<file path="src/rtl/updown_sched_pkg.sv">
// Shared types and constants for the up/down burst sequencer.
// Arbitration mode is selected by UPDOWN_SCHED_FAIR_EN.
package updown_sched_pkg;

  typedef enum logic [1:0] {
    IDLE = 2'd0,
    RUN  = 2'd1,
    DONE = 2'd2
  } state_e;

  localparam logic DIR_UP = 1'b1;
  localparam logic DIR_DN = 1'b0;

  localparam int LEN_W_DEF  = 3;
  localparam int WRAP_W_DEF = 2;

endpackage

</file>
<file path="src/rtl/updown_sched_arb.sv">
// rr_arb2: two-way arbiter, req/gnt bit 1 = up, bit 0 = down.
// UPDOWN_SCHED_FAIR_EN selects round-robin, else fixed up-first.
module rr_arb2
  import updown_sched_pkg::*;
(
  input  logic       clk,
  input  logic       rst,
  input  logic [1:0] req,
  input  logic       take,
  output logic [1:0] gnt
);

`ifdef UPDOWN_SCHED_FAIR_EN
  logic last;

  always_ff @(posedge clk or posedge rst) begin
    if (rst) begin
      last <= DIR_DN;
    end else if (take && (|req)) begin
      last <= gnt[1] ? DIR_UP : DIR_DN;
    end
  end

  always_comb begin
    gnt = 2'b00;
    unique case (req)
      2'b11:   gnt = (last == DIR_DN) ? 2'b10 : 2'b01;
      2'b10:   gnt = 2'b10;
      2'b01:   gnt = 2'b01;
      default: gnt = 2'b00;
    endcase
  end
`else
  logic unused_ok;
  assign unused_ok = ^{clk, rst, take};

  always_comb begin
    gnt = 2'b00;
    unique case (req)
      2'b11:   gnt = 2'b10;
      2'b10:   gnt = 2'b10;
      2'b01:   gnt = 2'b01;
      default: gnt = 2'b00;
    endcase
  end
`endif

endmodule

</file>
<file path="src/rtl/updown_sched.sv">
// Burst sequencer driving count/inc of a bit3 up/down counter.
// Define UPDOWN_SCHED_FAIR_EN for round-robin tie breaking.
module updown_sched
  import updown_sched_pkg::*;
#(
  parameter int LEN_W  = LEN_W_DEF,
  parameter int WRAP_W = WRAP_W_DEF
) (
  input  logic              clk,
  input  logic              set,
  input  logic              req_up,
  input  logic [LEN_W-1:0]  len_up,
  input  logic              req_dn,
  input  logic [LEN_W-1:0]  len_dn,
  input  logic              abort,
  input  logic              cout,
  output logic              gnt_up,
  output logic              gnt_dn,
  output logic              count,
  output logic              inc,
  output logic              busy,
  output logic              done,
  output logic [WRAP_W-1:0] wrap_cnt
);

  localparam logic [LEN_W-1:0]  REM_ONE  = {{(LEN_W-1){1'b0}}, 1'b1};
  localparam logic [WRAP_W-1:0] WRAP_ONE = {{(WRAP_W-1){1'b0}}, 1'b1};
  localparam logic [WRAP_W-1:0] WRAP_MAX = '1;

  state_e           state;
  logic [LEN_W-1:0] rem;
  logic [1:0]       pick;
  logic             idle;

  assign idle = (state == IDLE);

  rr_arb2 u_arb (
    .clk  (clk),
    .rst  (set),
    .req  ({req_up, req_dn}),
    .take (idle),
    .gnt  (pick)
  );

  always_ff @(posedge clk or posedge set) begin
    if (set) begin
      state    <= IDLE;
      rem      <= '0;
      gnt_up   <= 1'b0;
      gnt_dn   <= 1'b0;
      count    <= 1'b0;
      inc      <= DIR_DN;
      busy     <= 1'b0;
      done     <= 1'b0;
      wrap_cnt <= '0;
    end else begin
      gnt_up <= 1'b0;
      gnt_dn <= 1'b0;
      done   <= 1'b0;
      unique case (state)
        IDLE: begin
          if (|pick) begin
            state    <= RUN;
            rem      <= pick[1] ? len_up : len_dn;
            inc      <= pick[1] ? DIR_UP : DIR_DN;
            wrap_cnt <= '0;
            gnt_up   <= pick[1];
            gnt_dn   <= pick[0];
            count    <= 1'b1;
            busy     <= 1'b1;
          end
        end
        RUN: begin
          // cout belongs to the step that ends at this edge
          if (count && cout && (wrap_cnt != WRAP_MAX)) begin
            wrap_cnt <= wrap_cnt + WRAP_ONE;
          end
          if ((rem == '0) || abort) begin
            state <= DONE;
            count <= 1'b0;
            done  <= 1'b1;
          end else begin
            rem <= rem - REM_ONE;
          end
        end
        DONE: begin
          state <= IDLE;
          busy  <= 1'b0;
        end
        default: begin
          state <= IDLE;
          count <= 1'b0;
          busy  <= 1'b0;
        end
      endcase
    end
  end

endmodule

</file>
<file path="config.mk">
export PLATFORM = sky130hd
export DESIGN_NAME = updown_sched
export DESIGN_NICKNAME = d
export VERILOG_FILES = /design/src/rtl/updown_sched_pkg.sv /design/src/rtl/updown_sched_arb.sv /design/src/rtl/updown_sched.sv
export SDC_FILE = /design/constraint.sdc
export NUM_CORES = 1
export LEC_CHECK = 0
export CAP_MARGIN = 20
export CELL_PAD_IN_SITES_DETAIL_PLACEMENT = 0
export CELL_PAD_IN_SITES_GLOBAL_PLACEMENT = 1
export CORE_AREA = 10 10 58 60
export CTS_BUF_LIST = sky130_fd_sc_hd__clkbuf_4 sky130_fd_sc_hd__clkbuf_8 sky130_fd_sc_hd__clkbuf_16
export CTS_CLUSTER_DIAMETER = 80
export DETAILED_ROUTE_END_ITERATION = 7
export DIE_AREA = 0 0 68 70
export GPL_TIMING_DRIVEN = 1
export PLACE_DENSITY = 0.7
export SYNTH_ARGS = -nofsm -noshare
export SYNTH_HDL_FRONTEND = slang
export SYNTH_SLANG_ARGS = --single-unit
</file>
<file path="constraint.sdc">
create_clock -name clk -period 1.9 [get_ports clk]
set_clock_uncertainty 0.2 [all_clocks]
set_input_delay 0.38 -clock clk [delete_from_list [all_inputs] [get_ports clk]]
set_output_delay 0.38 -clock clk [all_outputs]
set_load 0.05 [all_outputs]
</file>
[Yosys cells after proc, flatten, opt, wreduce, memory -nomap -nowiden]
Cells that the tools add are included.
Word-level totals
  bits in registers: 13
  input bits: 12
  logic and storage cells: 59
Operators by class
  add/sub/neg operators: 2
  equal/unequal tests: 10
  multiplexer cells: 22
  bitwise operators: 2
  reductions and logical operators: 14
Operator list (number)
  2-bit case mux with 2 select lines: 3
  1-bit 2-to-1 mux: 9
  3-bit 2-to-1 mux: 3
  3-bit AND reduction: 3
  2-bit 2-to-1 mux: 4
  2-bit != test, second input constant: 4
  2-bit == test, second input constant: 3
  3-bit case mux with 2 select lines: 1
  2-bit AND reduction: 3
  2-bit by 1-bit == test with 1-bit output, second input constant: 2
  2-bit OR reduction: 2
  3-bit zero test: 1
  1-bit case mux with 3 select lines: 1
  3-bit by 1-bit subtractor with 3-bit output, second input constant: 1
  2-bit by 1-bit adder with 2-bit output, second input constant: 1
  1-bit logical AND: 2
  2-bit zero test: 1
  2-bit by 1-bit != test with 1-bit output, second input constant: 1
  1-bit NOT: 2
  1-bit case mux with 2 select lines: 1
  2-bit nonzero test: 1
  1-bit logical OR: 1

[Longest topological paths before layout]
Gate-level depths: netlist of the first run.
  word-level depth: 6
  depth in mapped cells: 6
  mapped depth without buffers: 6

[Modules after synthesis]
A second synthesis of the first run with hierarchy kept.
Second synthesis, totals
  cells, all modules: 56
  area total of the unflattened synthesis: 645.6 um^2
Modules (own cells, without submodules)
  updown_sched: instances 1, cells each 54, area an instance 635.6 um^2, seq. area each 325.3 um^2
  rr_arb2: instances 1, cells each 2, area an instance 10.0 um^2, seq. area each 0.0 um^2

[Least setup slack after synthesis of the first run]
No wires, ideal clock.
  path kind: register to register
  from: register wrap_cnt[0]
  to: register wrap_cnt[1]
  arrival time: 1544 ps
  required time: 1579 ps
  setup slack: 35 ps
  stages on the path, launching flop included: 5
  path buffers: 0
  period minus slack after synthesis: 1865 ps
  path through: dfrtp_1 ha_1 nor2b_1 mux2_2 a22o_1
Between the ends
  longest elaborated chain between the ends: 4
Ends and longest elaborated chain
  start, declared: line updown_sched.sv:23  | output logic [WRAP_W-1:0] wrap_cnt
  start signal, assigned: line updown_sched.sv:76  | wrap_cnt <= wrap_cnt + WRAP_ONE;
  branches (longest 4 deep; another with 2-bit by 1-bit adder with 2-bit output)
Several ways; the timed one is not identified. The select of a mux whose other input is x is not followed.
A chain may end at the register's enable or synchronous reset.

[Worst setup path after layout of the first run]
  from: register rem[0]
  to: register rem[0]
Between the ends
  longest elaborated chain between the ends: 4
Ends and longest elaborated chain
  start, declared: line updown_sched.sv:31  | logic [LEN_W-1:0] rem;
  start signal, assigned: line updown_sched.sv:64  | rem <= pick[1] ? len_up : len_dn;
  start signal, assigned: line updown_sched.sv:83  | rem <= rem - REM_ONE;
  branches (longest 4 deep; another with 3-bit by 1-bit subtractor with 3-bit output)
Several ways; the timed one is not identified. The select of a mux whose other input is x is not followed.

==> run metrics, run 1 <==
#FFs+latches synth=13; Final Hold Fails=0; peak supply drop=0.763 mV; WS Path Type=flop to flop; Internal=947 uW; Clock Tree Buf Depth=2; Layout Cells excl Fill=122; Core Box Area=2340 um2; unrepaired setup endpoints after global routing=false; Post-DRT Antenna Nets=0; die footprint=4760 um2; post-route clock period utilization=95.8%; outcome=complete, no violations; Worst setup EP type=flop; All-Layer GR Usage=6.87%; total power=1650 uW; Cell Area, Placed=950 um2; site row count=18; antenna violations before repair=0; Clock Power Share=11.4%; Largest stage delay, worst path=0.37 ns; Max Cap Viol=0; die height=70 um; leakage=0.000491 uW; CTS root buf=clkbuf_4; worst-margin pin slew=0.510 ns; largest net degree at the start of global routing=14; DRT Pass-1 Iters=4; CTS tree=yes; most common cell after layout, fill and taps aside=buf_4; CTS sink count=13; switching share of power=42.5%; H-tree lvl count=1; layout net count=108; Comb power frac=58.1%; Yosys warnings=0; clock-pin slew of the registers on the worst-case setup and hold paths=0.08 ns; flop-to-flop setup slack=0.08 ns; first-pass GRT wire length=2530 um; IO Count=20; gr ovfl total=0; Critical Path Start=rem[0]$_DFFE_PP0P_; Worst Path Arrival=1.77 ns; power per cell area=1650 nW/um2; vias in the first global route=552; Avg Inst Size Synth=11.1 um2; Vias=532; r2r startpoint=rem[0]$_DFFE_PP0P_; area grow syn2layout=48.0%; fin. max-slew vios=0; diodes inserted=0; Post-Syn Nets=76; placed cells=116; CTS Buf Count=3; Critical Path Source Type=flop; critical path endpoint=rem[0]$_DFFE_PP0P_; r2r worst-path depth=7; synthesized cell area=676 um2; RePlAce Congestion=0.741; Worst R2R End=rem[0]$_DFFE_PP0P_; Sw Pwr=700 uW; CP required=1.85 ns; Unique masters post-synth=25; crit path time final=1.82 ns; hpwl dp=1160 um; drt via density=4.36; Cells after Synth=61; Most common cell on crit path=ha_2; die width=68 um; CP Max Fanout=2; max_slew headroom=66.0%; sequential-to-total area share from yosys stat=48.1%; Starting Density=28.8%; Hold Path Class=input pin to asynchronous set/reset pin; final WL=1450 um; CP max-delay cell=or3_1; initial DRC count=8; worst-skew pair later-pin latency=0.28 ns; layout cells sized above 1=33.7%; DRC errors left=0; fmax=549 MHz; per-cell routed wire length=11.9 um; Final setup viols=0; Finished Cell Area=1000 um2; most frequent cells in the layout=buf_4, dfrtp_1, clkdlybuf4s50_1; Seq pwr share=30.5%; # port buffers=19; crit path cell chain=inv_1 -> ha_2 -> ha_2 -> buf_4 -> or3_1 -> a21oi_1 -> a222oi_1
[routing by layer]
metal	global-route usage (%)	routed length, um
met5	0	0
met1	7.31	592
met4	3.36	28
met2	10.7	701
met3	3.67	125
[final cells by class]
| cell class | instances | area, um2 |
|---|---|---|
| timing repair buffer | 29 | 270 |
| sequential | 13 | 325 |
| clock buffer | 4 | 30.0 |
| multi-input combinational | 39 | 310 |
| fill | 253 | 1340 |
| inverter | 7 | 26.3 |
| tap | 30 | 37.5 |
[worst min path at each step]
stage / from / endpoint
final: set / inc$_DFFE_PP0P_
after global routing: set / inc$_DFFE_PP0P_
after CTS: set / inc$_DFFE_PP0P_
after detailed placement: inc$_DFFE_PP0P_ / inc$_DFFE_PP0P_
after global placement: inc$_DFFE_PP0P_ / inc$_DFFE_PP0P_
after floorplan: set / busy$_DFFE_PP0P_
[through the flow]
step / TNS (ns) / setup WS (ns) / hold slack (ns) / util, %
2_1_floorplan: 0 / 0.0348 / 0.0570 / -
3_3_place_gp: 0 / 0.00123 / 0.264 / 40.5
3_5_place_dp: -0.0555 / -0.0490 / 0.273 / 40.5
4_1_cts: 0 / 0.00620 / 0.231 / 41.8
5_1_grt: 0 / 0.00369 / 0.246 / 42.7
6_report: 0 / 0.0789 / 0.220 / 42.7
[registers in the layout, summed over array words and instances, names as in the netlist]
name and count:
done 1, gnt_dn 1, wrap_cnt 2, inc 1, gnt_up 1, count 1
busy 1, rem 3, state 2
[what timing repair did]
| item | in CTS | in global routing |
|---|---|---|
| gates resized for setup | 0 | 2 |
| setup buffers | 0 | 2 |
| hold buffers | 0 | 0 |
| endpoints found under the setup margin | 0 | 3 |
[critical path: cells and delay by family (launching register included)]
family          cells  cell delay [ns]
compound gates      2             0.23
fa+ha+maj           2             0.35
buf+inv             2             0.19
flops               1             0.35
simple gates        1             0.37
[kinds of logic (layout without fill, tap and decap cells)]
family                     Yosys count  in the layout  share of synthesized area [%]
and+or+nand+nor                     16             16                           13.0
DFF                                 13             13                           48.1
AOI/OAI and AO/OA                   11             11                           12.6
muxes                                9              9                           14.1
buffers and inverters                9             40                           6.67
adders and majority gates            3              3                           5.56
[power groups by stage]
stage | Sequential, uW | Clock, uW | Combinational, uW
6_report | 502 | 189 | 956
5_1_grt | 524 | 210 | 1050
4_1_cts | 506 | 200 | 930
3_3_place_gp | 508 | 0 | 923
2_1_floorplan | 713 | 0 | 400
3_5_place_dp | 510 | 0 | 929
[synthesized netlist by cell type]
| library cell | instances | area (um2) |
|---|---|---|
| mux2i_1 | 5 | 50.1 |
| inv_1 | 7 | 26.3 |
| buf_4 | 1 | 7.51 |
| nand2b_1 | 2 | 12.5 |
| or3_1 | 1 | 6.26 |
| nor3_1 | 1 | 5.00 |
| a21o_1 | 1 | 7.51 |
| a22o_1 | 2 | 17.5 |
| dfrtp_1 | 13 | 325 |
| nand2_1 | 1 | 3.75 |
| a21oi_4 | 1 | 16.3 |
| buf_6 | 1 | 11.3 |
| and2_1 | 1 | 6.26 |
| nand3b_1 | 1 | 7.51 |
| o22ai_1 | 1 | 6.26 |
| or2_2 | 1 | 6.26 |
| ha_1 | 3 | 37.5 |
| or3b_4 | 1 | 11.3 |
| nor2b_1 | 1 | 6.26 |
| o21ai_0 | 1 | 5.00 |
| a222oi_1 | 1 | 10.0 |
| o21bai_1 | 1 | 7.51 |
| nor2_1 | 6 | 22.5 |
| a21oi_1 | 3 | 15.0 |
| mux2_2 | 4 | 45.0 |
Power figures use the tool's default switching activity.
==> inputs of run 2 (changes only) <==
--- a/config.mk
+++ b/config.mk
@@ -15,6 +15,7 @@
 export DIE_AREA = 0 0 68 70
 export GPL_TIMING_DRIVEN = 1
 export PLACE_DENSITY = 0.7
+export SLEW_MARGIN = 20
 export SYNTH_ARGS = -nofsm -noshare
 export SYNTH_HDL_FRONTEND = slang
 export SYNTH_SLANG_ARGS = --single-unit
==> results of run 2 <==
Final layout, timing and power as in run 1 (identical DEF).
